File: src/rtl/ppt_pkg.sv
// Shared types, widths and config helpers for the PPT controller.
package ppt_pkg;

    localparam int PPT_CLKDIV_W = 5;
    localparam int PPT_PERIOD_W = 15;
    localparam int PPT_COUNT_W  = 8;
    localparam int PPT_PRESC_W  = 32;

    typedef enum logic [1:0] {
        IDLE = 2'd0,
        FIRE = 2'd1,
        DONE = 2'd2
    } ppt_state_e;

    typedef struct packed {
        logic [PPT_CLKDIV_W-1:0] clk_div;
        logic [PPT_PERIOD_W-1:0] period;
        logic [PPT_PERIOD_W-1:0] width;
        logic [PPT_COUNT_W-1:0]  count;
    } ppt_cfg_t;

    function automatic logic [PPT_PERIOD_W-1:0] eff_period(input logic [PPT_PERIOD_W-1:0] p);
        return (p == '0) ? PPT_PERIOD_W'(1) : p;
    endfunction

    function automatic logic [PPT_PERIOD_W-1:0] eff_width(input logic [PPT_PERIOD_W-1:0] w,
                                                          input logic [PPT_PERIOD_W-1:0] p);
        logic [PPT_PERIOD_W-1:0] ep;
        ep = eff_period(p);
        return (w < ep) ? w : ep;
    endfunction

endpackage

File: src/rtl/ppt_prescaler.sv
// Tick generator: one-cycle tick every 2^(clk_div+1) clocks, restarted by clear.
module ppt_prescaler
    import ppt_pkg::*;
(
    input  logic                    clk,
    input  logic                    rst,
    input  logic                    clear,
    input  logic [PPT_CLKDIV_W-1:0] clk_div,
    output logic                    tick
);

    logic [PPT_PRESC_W-1:0] cnt_q;
    logic [PPT_PRESC_W-1:0] cnt_d;
    logic [PPT_PRESC_W-1:0] terminal;

    always_comb begin
        // 2^(clk_div+1)-1 built by shifting ones, so clk_div=31 gives all ones without overflow
        terminal = {PPT_PRESC_W{1'b1}} >> (5'd31 - clk_div);
        tick     = (cnt_q == terminal) && !clear;
        cnt_d    = cnt_q + PPT_PRESC_W'(1);
        if (clear || tick) begin
            cnt_d = '0;
        end
    end

    always_ff @(posedge clk) begin
        if (rst) begin
            cnt_q <= '0;
        end else begin
            cnt_q <= cnt_d;
        end
    end

endmodule

File: src/rtl/ppt_controller.sv
// PPT firing controller: latches a run configuration and emits count pulses.
// Optional registered charge output is built when PPT_CHARGE_EN is defined.
module ppt_controller
    import ppt_pkg::*;
(
    input  logic                    clk,
    input  logic                    rst,
    input  logic [PPT_CLKDIV_W-1:0] clk_div,
    input  logic [PPT_PERIOD_W-1:0] period,
    input  logic [PPT_PERIOD_W-1:0] width,
    input  logic [PPT_COUNT_W-1:0]  count,
    input  logic                    run_ppt,
`ifdef PPT_CHARGE_EN
    output logic                    charge,
`endif
    output logic                    pulse,
    output logic [PPT_COUNT_W-1:0]  count_done,
    output logic                    done
);

    ppt_state_e              state_q, state_d;
    ppt_cfg_t                cfg_q, cfg_d;
    logic [PPT_PERIOD_W-1:0] tick_cnt_q, tick_cnt_d;
    logic [PPT_COUNT_W-1:0]  count_done_q, count_done_d;
    logic                    pulse_q, pulse_d;
    logic                    done_q, done_d;
    logic [PPT_PERIOD_W-1:0] eff_p_q, eff_w_d;
    logic                    pulse_cond;
    logic                    tick;

    ppt_prescaler u_presc (
        .clk     (clk),
        .rst     (rst),
        .clear   (state_q != FIRE),
        .clk_div (cfg_q.clk_div),
        .tick    (tick)
    );

    always_comb begin
        state_d      = state_q;
        cfg_d        = cfg_q;
        tick_cnt_d   = tick_cnt_q;
        count_done_d = count_done_q;
        eff_p_q      = eff_period(cfg_q.period);

        unique case (state_q)
            IDLE: begin
                if (run_ppt) begin
                    cfg_d        = '{clk_div: clk_div, period: period, width: width, count: count};
                    count_done_d = '0;
                    tick_cnt_d   = '0;
                    state_d      = FIRE;
                end
            end
            FIRE: begin
                // Abort wins over a firing that would complete on this same edge
                if (!run_ppt) begin
                    state_d = IDLE;
                end else if (cfg_q.count == '0) begin
                    state_d = DONE;
                end else if (tick) begin
                    if (tick_cnt_q == eff_p_q - PPT_PERIOD_W'(1)) begin
                        tick_cnt_d   = '0;
                        count_done_d = count_done_q + PPT_COUNT_W'(1);
                        if (count_done_d == cfg_q.count) begin
                            state_d = DONE;
                        end
                    end else begin
                        tick_cnt_d = tick_cnt_q + PPT_PERIOD_W'(1);
                    end
                end
            end
            DONE: begin
                if (!run_ppt) begin
                    state_d = IDLE;
                end
            end
            default: state_d = IDLE;
        endcase

        // Outputs are computed from next-state values so the flops line up with the state
        eff_w_d    = eff_width(cfg_d.width, cfg_d.period);
        pulse_cond = (cfg_d.count != '0) && (tick_cnt_d < eff_w_d);
        pulse_d    = (state_d == FIRE) && pulse_cond;
        done_d     = (state_d == DONE);
    end

`ifdef PPT_CHARGE_EN
    logic charge_q;
    logic charge_d;
    assign charge_d = (state_d == FIRE) && !pulse_cond;
    assign charge   = charge_q;

    always_ff @(posedge clk) begin
        if (rst) begin
            charge_q <= 1'b0;
        end else begin
            charge_q <= charge_d;
        end
    end
`endif

    always_ff @(posedge clk) begin
        if (rst) begin
            state_q      <= IDLE;
            cfg_q        <= '0;
            tick_cnt_q   <= '0;
            count_done_q <= '0;
            pulse_q      <= 1'b0;
            done_q       <= 1'b0;
        end else begin
            state_q      <= state_d;
            cfg_q        <= cfg_d;
            tick_cnt_q   <= tick_cnt_d;
            count_done_q <= count_done_d;
            pulse_q      <= pulse_d;
            done_q       <= done_d;
        end
    end

    assign pulse      = pulse_q;
    assign count_done = count_done_q;
    assign done       = done_q;

endmodule

File: config.mk
export PLATFORM = sky130hd
export DESIGN_NAME = ppt_controller
export DESIGN_NICKNAME = d
export VERILOG_FILES = /design/src/rtl/ppt_pkg.sv /design/src/rtl/ppt_prescaler.sv /design/src/rtl/ppt_controller.sv
export SDC_FILE = /design/constraint.sdc
export NUM_CORES = 1
export LEC_CHECK = 0
export CELL_PAD_IN_SITES_DETAIL_PLACEMENT = 1
export CELL_PAD_IN_SITES_GLOBAL_PLACEMENT = 1
export CORE_MARGIN = 5
export CORE_UTILIZATION = 48
export DETAILED_ROUTE_END_ITERATION = 8
export HOLD_SLACK_MARGIN = 0.15
export PLACE_DENSITY = 0.94
export SYNTH_ARGS = -nofsm -noshare
export SYNTH_HDL_FRONTEND = slang
export SYNTH_SLANG_ARGS = --single-unit
File: constraint.sdc
create_clock -name clk -period 9.5 [get_ports clk]
set_input_delay 1.9 -clock clk [delete_from_list [all_inputs] [get_ports clk]]
set_output_delay 1.9 -clock clk [all_outputs]
set_load 0.02 [all_outputs]
==> impl_metrics.json, run 1 <==
{
  "drt-initial-drc-count": 570,
  "min-delay-path-class": "reg2reg",
  "route.detailed.vias_per_inst": 6.37,
  "postPlaceCellArea_sq_um": 7840,
  "slew_violations": 0,
  "final_util_pct": 54.0,
  "synth.yosys.seq_area_share_pct": 28.1,
  "power_density_nw_per_um2": 140,
  "ys.flop_type": "dfxtp_1",
  "fmax_mhz": 123,
  "final_period_utilization_pct": 85.3,
  "final_area_sq_um": 8130,
  "clock_sinks": 102,
  "cts_post_setup_buffers_inserted": 0,
  "first_global_vias": 7554,
  "clock_path_buffers": 2,
  "drive_gt1_share_pct": 5.76,
  "max_slew.worst_pin.slew_ns": 1.12,
  "synth_compound_area_share_pct": 17.8,
  "yosys-mux-area-fraction_pct": 7.15,
  "slew_headroom_pct": 25.4,
  "fillers": 1830,
  "firstDrtPassIters": 5,
  "edff_count_synth": 0,
  "gp_congestion": 0.930,
  "dieHeight_microns": 133,
  "critical_path.reg2reg.startpoint": "state_q[0]",
  "min-delay-start": "u_presc.cnt_q[0]",
  "globalRouteOverflowTotal": 0,
  "postCtsResizedCells": 0,
  "hold_violations": 0,
  "antenna_found_initial": 1,
  "cp-start-kind": "primary input",
  "detail_route.drc_violations": 0,
  "mean_instance_size_in_the_synthesized_netlist_sq_um": 7.82,
  "skew_ns": 0.0148,
  "min_cycle_time_layout_ns": 8.10,
  "synthXorXnorAreaFrac_pct": 6.76,
  "setup.worst_path.end_class": "register",
  "post-synth-top-area-cell": "dfxtp_1",
  "synth_top_cells_by_count": "dfxtp_1 (102), nor2_1 (100), nand2_1 (83)",
  "ant_nets": 0,
  "layout.nets": 1028,
  "leakagePower_nw": 3.14,
  "critical_path_peak_fanout": 28,
  "clock_transition_at_path_regs_ns": 0.07,
  "outcome": "completed",
  "syn_inst": 928,
  "synth_fa_ha_area_share_pct": 5.51,
  "setup_total_negative_slack_ns": 0,
  "yosysWarningCount": 0,
  "detail_route.wirelength_microns": 23900,
  "clock_tree_from_tritoncts": "yes",
  "synth_top_family_by_area": "simple AND/OR/NAND/NOR gates",
  "synth.distinct_cells": 75,
  "root_buffer": "clkbuf_16",
  "layout-area-overhead-vs-synth_pct": 11.9,
  "syn_area_sq_um": 7260,
  "floorplan.initialDensity_pct": 48.3,
  "hpwl_microns": 17400,
  "irDropWorstVdd_mv": 0.107,
  "critPathArrivalTime_ns": 8.37,
  "grt_max_degree": 61,
  "placement.io_buffers": 55,
  "yosys_register_bits": 102,
  "yosysTopAreaCellShare_pct": 28.1,
  "die_area_sq_um": 17700,
  "htree_levels": 3,
  "row_count": 45,
  "dr_total_vias": 7283,
  "crit_start": "run_ppt",
  "grt_first_pass_wirelength_microns": 39300,
  "async_flop_share_pct": 0,
  "grt.total_usage_pct": 27.1,
  "yosys-top-cells-area": "dfxtp_1 (28%), ha_1 (5.5%), nor2_1 (5.2%)",
  "synth_most_common_cell": "dfxtp_1",
  "fp.coreArea_sq_um": 15000,
  "routed_wire_per_std_cell_microns": 20.9,
  "antenna-diode-count": 0,
  "mappedNetlistNets": 1006,
  "data_required_time_at_the_worst_endpoint_ns": 9.77,
  "synth_simple_gate_area_share_pct": 29.4,
  "setup_repair_after_global_routing_missed_its_margin": "false",
  "critPathKind": "in2reg",
  "timing.final.setup_violations": 0,
  "clk-insertion-delay-late_ns": 0.37,
  "cts-buffers-inserted": 9,
  "drv.max_cap_violation_count": 0,
  "horizontal_die_dimension_microns": 133,
  "io-pin-count": 56,
  "cts_hold_buf": 0
}
==> cell usage in the layout (no fill, tap or decap), types with 8 or more instances in the layout <==
cell type	netlist	layout
a211oi_1	9	9
a21o_1	18	18
a21oi_1	55	55
and2_1	9	9
and3_1	21	21
clkbuf_16	0	9
clkdlybuf4s50_1	0	54
dfxtp_1	102	102
ha_1	32	32
inv_1	37	37
mux2_2	15	15
mux2i_1	35	35
nand2_1	83	83
nand2b_1	16	16
nand3_1	41	41
nand4_1	26	26
nor2_1	100	100
nor2b_1	13	13
nor3_1	23	23
nor4_1	17	17
o211ai_1	8	8
o21ai_0	31	31
o21ai_1	12	12
xnor2_1	26	26
xor2_1	30	30
==> final timing paths <==
path	depth (start not counted)	end	slack, ns
worst max-delay path	23	pulse	1.40
worst min-delay path	1	u_presc.cnt_q[0]	0.48
worst max register to register	22	pulse	3.05
worst min register to register	1	u_presc.cnt_q[0]	0.48
==> state kept, by name (all words and copies together), names as in the netlist <==
register	count
cfg_q	43
tick_cnt_q	15
state_q	2
done	1
count_done	8
u_presc.cnt_q	32
pulse	1
==> per-layer routing <==
metal | GRT usage, % | vias up | part of all wire, %
li1 | - | 3393 | -
met1 | 32.9 | 3582 | 41
met2 | 47.3 | 239 | 51
met3 | 5.29 | 67 | 4.7
met4 | 10.5 | 2 | 3.3
met5 | 0 | - | 0.054
==> metrics by stage <==
stage	instances	worst slack (ns)	hold slack (ns)	power [mW]
after floorplan	928	2.83	0.426	0.678
after global placement	1127	1.83	0.437	0.750
after detailed placement	1127	1.35	0.461	0.770
after CTS	1143	1.56	0.476	1.14
after global routing	1143	1.21	0.497	1.19
final	1143	1.40	0.476	1.14
==> cells by family after synthesis <==
kind of cell,Yosys count
compound gates,196
xor+xnor,56
fa+ha+maj,32
buf+inv,86
flops,102
mux,50
simple gates,406
==> final cells by class <==
type | instances | area [sq um] | share of cell area (%)
multi-input combinational | 740 | 4850 | 59.6
sequential | 102 | 2040 | 25.1
timing repair buffer | 59 | 576 | 7.08
tap | 188 | 235 | 2.89
clock buffer | 9 | 225 | 2.77
inverter | 38 | 143 | 1.76
clock inverter | 7 | 58.8 | 0.724
==> power breakdown <==
group	leakage [nW]	internal, mW	total (mW)	switching, mW
logic	2.17	0.128	0.302	0.174
clock network	0.137	0.181	0.364	0.183
registers	0.830	0.443	0.470	0.0269
==> worst max-delay path, stage by stage <==
cell,delay [ns]
clkdlybuf4s50_1,0.60
nor2_1,0.11
or2_2,0.41
nor2_4,0.57
buf_4,0.49
mux2i_1,0.43
inv_1,0.15
ha_1,0.36
nand2_1,0.07
o21ai_0,0.19
a2111oi_0,0.13
nor2b_1,0.16
o21ai_1,0.58
buf_4,0.30
mux2_2,0.37
ha_1,0.30
a21oi_1,0.13
nor2b_1,0.06
o21ai_0,0.21
nand2b_1,0.11
a21oi_1,0.21
o211ai_1,0.18
nor4b_1,0.32
Note: power is estimated with default switching activity, not from simulation.
==> run 2, diff against run 1 <==
--- a/config.mk
+++ b/config.mk
@@ -8,10 +8,10 @@
 export CELL_PAD_IN_SITES_DETAIL_PLACEMENT = 1
 export CELL_PAD_IN_SITES_GLOBAL_PLACEMENT = 1
 export CORE_MARGIN = 5
-export CORE_UTILIZATION = 48
+export CORE_UTILIZATION = 40
 export DETAILED_ROUTE_END_ITERATION = 8
 export HOLD_SLACK_MARGIN = 0.15
-export PLACE_DENSITY = 0.94
+export PLACE_DENSITY = 0.84
 export SYNTH_ARGS = -nofsm -noshare
 export SYNTH_HDL_FRONTEND = slang
 export SYNTH_SLANG_ARGS = --single-unit
==> constraint.sdc (replaced) <==
create_clock -name clk -period 6.9 [get_ports clk]
set_input_delay 1.035 -clock clk [delete_from_list [all_inputs] [get_ports clk]]
set_output_delay 1.035 -clock clk [all_outputs]
set_load 0.02 [all_outputs]
==> run 2 against run 1 <==
Sequential cell count is the same. Final cell count grew 4.0%. Critical path depth is the same. Global-route usage shrank 5.7 points. Worst setup slack lost 0.62 ns. Via count shrank 2.8%. Routed wire length shrank 6.4%. Highest routed layer is now met4.
==> impl_metrics.json, run 2 (synthesis results as in run 1) <==
{
  "io-pin-count": 56,
  "registers.top_by_ff_count": "cfg_q",
  "firstDrtPassIters": 5,
  "switching_power_share_of_the_total_pct": 32.2,
  "globalRouteOverflowTotal": 0,
  "seq_power_share_pct": 40.4,
  "leakagePower_nw": 3.17,
  "cp-start-kind": "primary input",
  "most-common-layout-cells": "dfxtp_1 (102), nor2_1 (100), nand2_1 (83)",
  "fp.coreArea_sq_um": 17900,
  "row_count": 49,
  "first_global_vias": 6989,
  "skew_ns": 0.0110,
  "combPwrFrac_pct": 25.9,
  "setup_repair_after_global_routing_missed_its_margin": "false",
  "critical_path.reg2reg.startpoint": "cfg_q[26]",
  "most_common_library_cell_in_the_layout_ignoring_fill_and_taps": "dfxtp_1",
  "setup.reg_to_reg.worst_slack_ns": 1.37,
  "cts_post_setup_buffers_inserted": 0,
  "dr_total_vias": 7076,
  "die_area_sq_um": 20900,
  "layout-area-overhead-vs-synth_pct": 13.5,
  "data_required_time_at_the_worst_endpoint_ns": 7.16,
  "setup_total_negative_slack_ns": 0,
  "outcome": "completed",
  "ant_nets": 0,
  "horizontal_die_dimension_microns": 145,
  "detail_route.wirelength_microns": 22300,
  "grt.total_usage_pct": 21.5,
  "cts-buffers-inserted": 9,
  "final_period_utilization_pct": 88.7,
  "slew_violations": 0,
  "antenna_found_initial": 0,
  "largest_register_ffs": 43,
  "timing.final.setup_violations": 0,
  "postCtsResizedCells": 0,
  "clock_power_share_pct": 33.6,
  "clock_transition_at_path_regs_ns": 0.08,
  "crit_start": "run_ppt",
  "clock_tree_from_tritoncts": "yes",
  "grt_max_degree": 61,
  "routed_wire_per_std_cell_microns": 18.8,
  "critical_path_peak_fanout": 44,
  "placement.io_buffers": 55,
  "total_switching_power_uw": 511,
  "critPathKind": "in2reg",
  "dieHeight_microns": 145,
  "htree_levels": 3,
  "setup.worst_path.end_class": "register",
  "largest_registers": "cfg_q: 43 flops, u_presc.cnt_q: 32 flops, tick_cnt_q: 15 flops",
  "fillers": 2204,
  "gp_congestion": 0.913,
  "clk-insertion-delay-late_ns": 0.36,
  "irDropWorstVdd_mv": 0.157,
  "min-delay-path-class": "reg2reg",
  "slew_headroom_pct": 28.2,
  "p_int_mw": 1.08,
  "critPathArrivalTime_ns": 6.39,
  "cts_hold_buf": 0,
  "hold_violations": 0,
  "layout.nets": 1033,
  "drt-initial-drc-count": 507,
  "route.detailed.vias_per_inst": 5.95,
  "max_slew.worst_pin.slew_ns": 1.07,
  "drive_gt1_share_pct": 6.15,
  "antenna-diode-count": 0,
  "root_buffer": "clkbuf_16",
  "power_density_nw_per_um2": 193,
  "total_power_mw": 1.59,
  "clock_sinks": 102,
  "min-delay-start": "u_presc.cnt_q[0]",
  "floorplan.initialDensity_pct": 40.6,
  "drv.max_cap_violation_count": 0,
  "fmax_mhz": 163,
  "min_cycle_time_layout_ns": 6.12,
  "hpwl_microns": 16800,
  "grt_first_pass_wirelength_microns": 36000,
  "clock_path_buffers": 2,
  "detail_route.drc_violations": 0
}
## run 2: cell types whose count changed in the layout (fill, tap and decap cells not counted)
cell / change
inv_6: +1
bufinv_16: +1
buf_12: +1
clkinvlp_4: +1
clkbuf_1: +1
buf_4: +4
clkinv_4: -4
## run 2: critical path, cell delays in order
cell             delay [ns]
clkdlybuf4s50_1        0.55
nor2_1                 0.08
or2_2                  0.38
nor2_4                 0.16
buf_12                 0.28
mux2i_1                0.33
inv_1                  0.08
ha_1                   0.32
a21oi_1                0.14
o21ai_0                0.12
a2111oi_0              0.55
nor2b_1                0.21
o21ai_1                0.20
buf_4                  0.26
mux2_2                 0.27
ha_1                   0.30
a21oi_1                0.18
nor2b_1                0.07
o21ai_0                0.15
nand2b_1               0.08
a21oi_1                0.15
o211ai_1               0.14
nor4b_1                0.30
## run 2: cell type report
type,count,area [sq um],area share [%]
clock inverter,6,70.1,0.850
timing repair buffer,64,626,7.59
multi-input combinational,740,4850,58.8
sequential,102,2040,24.8
inverter,38,143,1.73
tap,229,287,3.48
clock buffer,10,229,2.78
## run 2: per-layer routing
metal  vias to the layer above  global-route usage (%)  share of wire, %
li1                       3409                       -                 -
met1                      3488                    27.9                46
met2                       142                    36.6                48
met3                        37                    3.71               3.0
met4                         0                    6.28               2.4
met5                         -                       0                 0
## run 2: per-stage QoR
step	worst slack [ns]	instances	util, %	hold WS, ns	instance area [sq um]
after global routing	0.400	1189	46.0	0.494	8240
after global placement	0.744	1173	44.4	0.441	7940
final	0.777	1189	46.0	0.480	8240
after floorplan	1.10	928	-	0.426	7260
after CTS	0.816	1189	46.0	0.473	8240
after detailed placement	0.447	1173	44.4	0.454	7940
## run 2: path summary, 6_finish.rpt
path                                          to  depth (start not counted)
worst min register to register  u_presc.cnt_q[0]                          1
worst min-delay path            u_presc.cnt_q[0]                          1
worst max register to register             pulse                         20
worst max-delay path                       pulse                         23
## run 2: power by group through the flow
| stage | clock, mW | combinational (mW) | sequential, mW |
|---|---|---|---|
| after detailed placement | 0 | 0.405 | 0.655 |
| after global placement | 0 | 0.389 | 0.654 |
| after global routing | 0.575 | 0.451 | 0.646 |
| after floorplan | 0 | 0.295 | 0.638 |
| after CTS | 0.549 | 0.409 | 0.642 |
| final | 0.534 | 0.412 | 0.642 |
==> run 3, diff against run 2 <==
--- a/config.mk
+++ b/config.mk
@@ -5,6 +5,7 @@
 export SDC_FILE = /design/constraint.sdc
 export NUM_CORES = 1
 export LEC_CHECK = 0
+export ABC_CLOCK_PERIOD_IN_PS = 6900
 export CELL_PAD_IN_SITES_DETAIL_PLACEMENT = 1
 export CELL_PAD_IN_SITES_GLOBAL_PLACEMENT = 1
 export CORE_MARGIN = 5
==> results of run 3 <==
Final layout, timing and power as in run 2 (identical DEF).
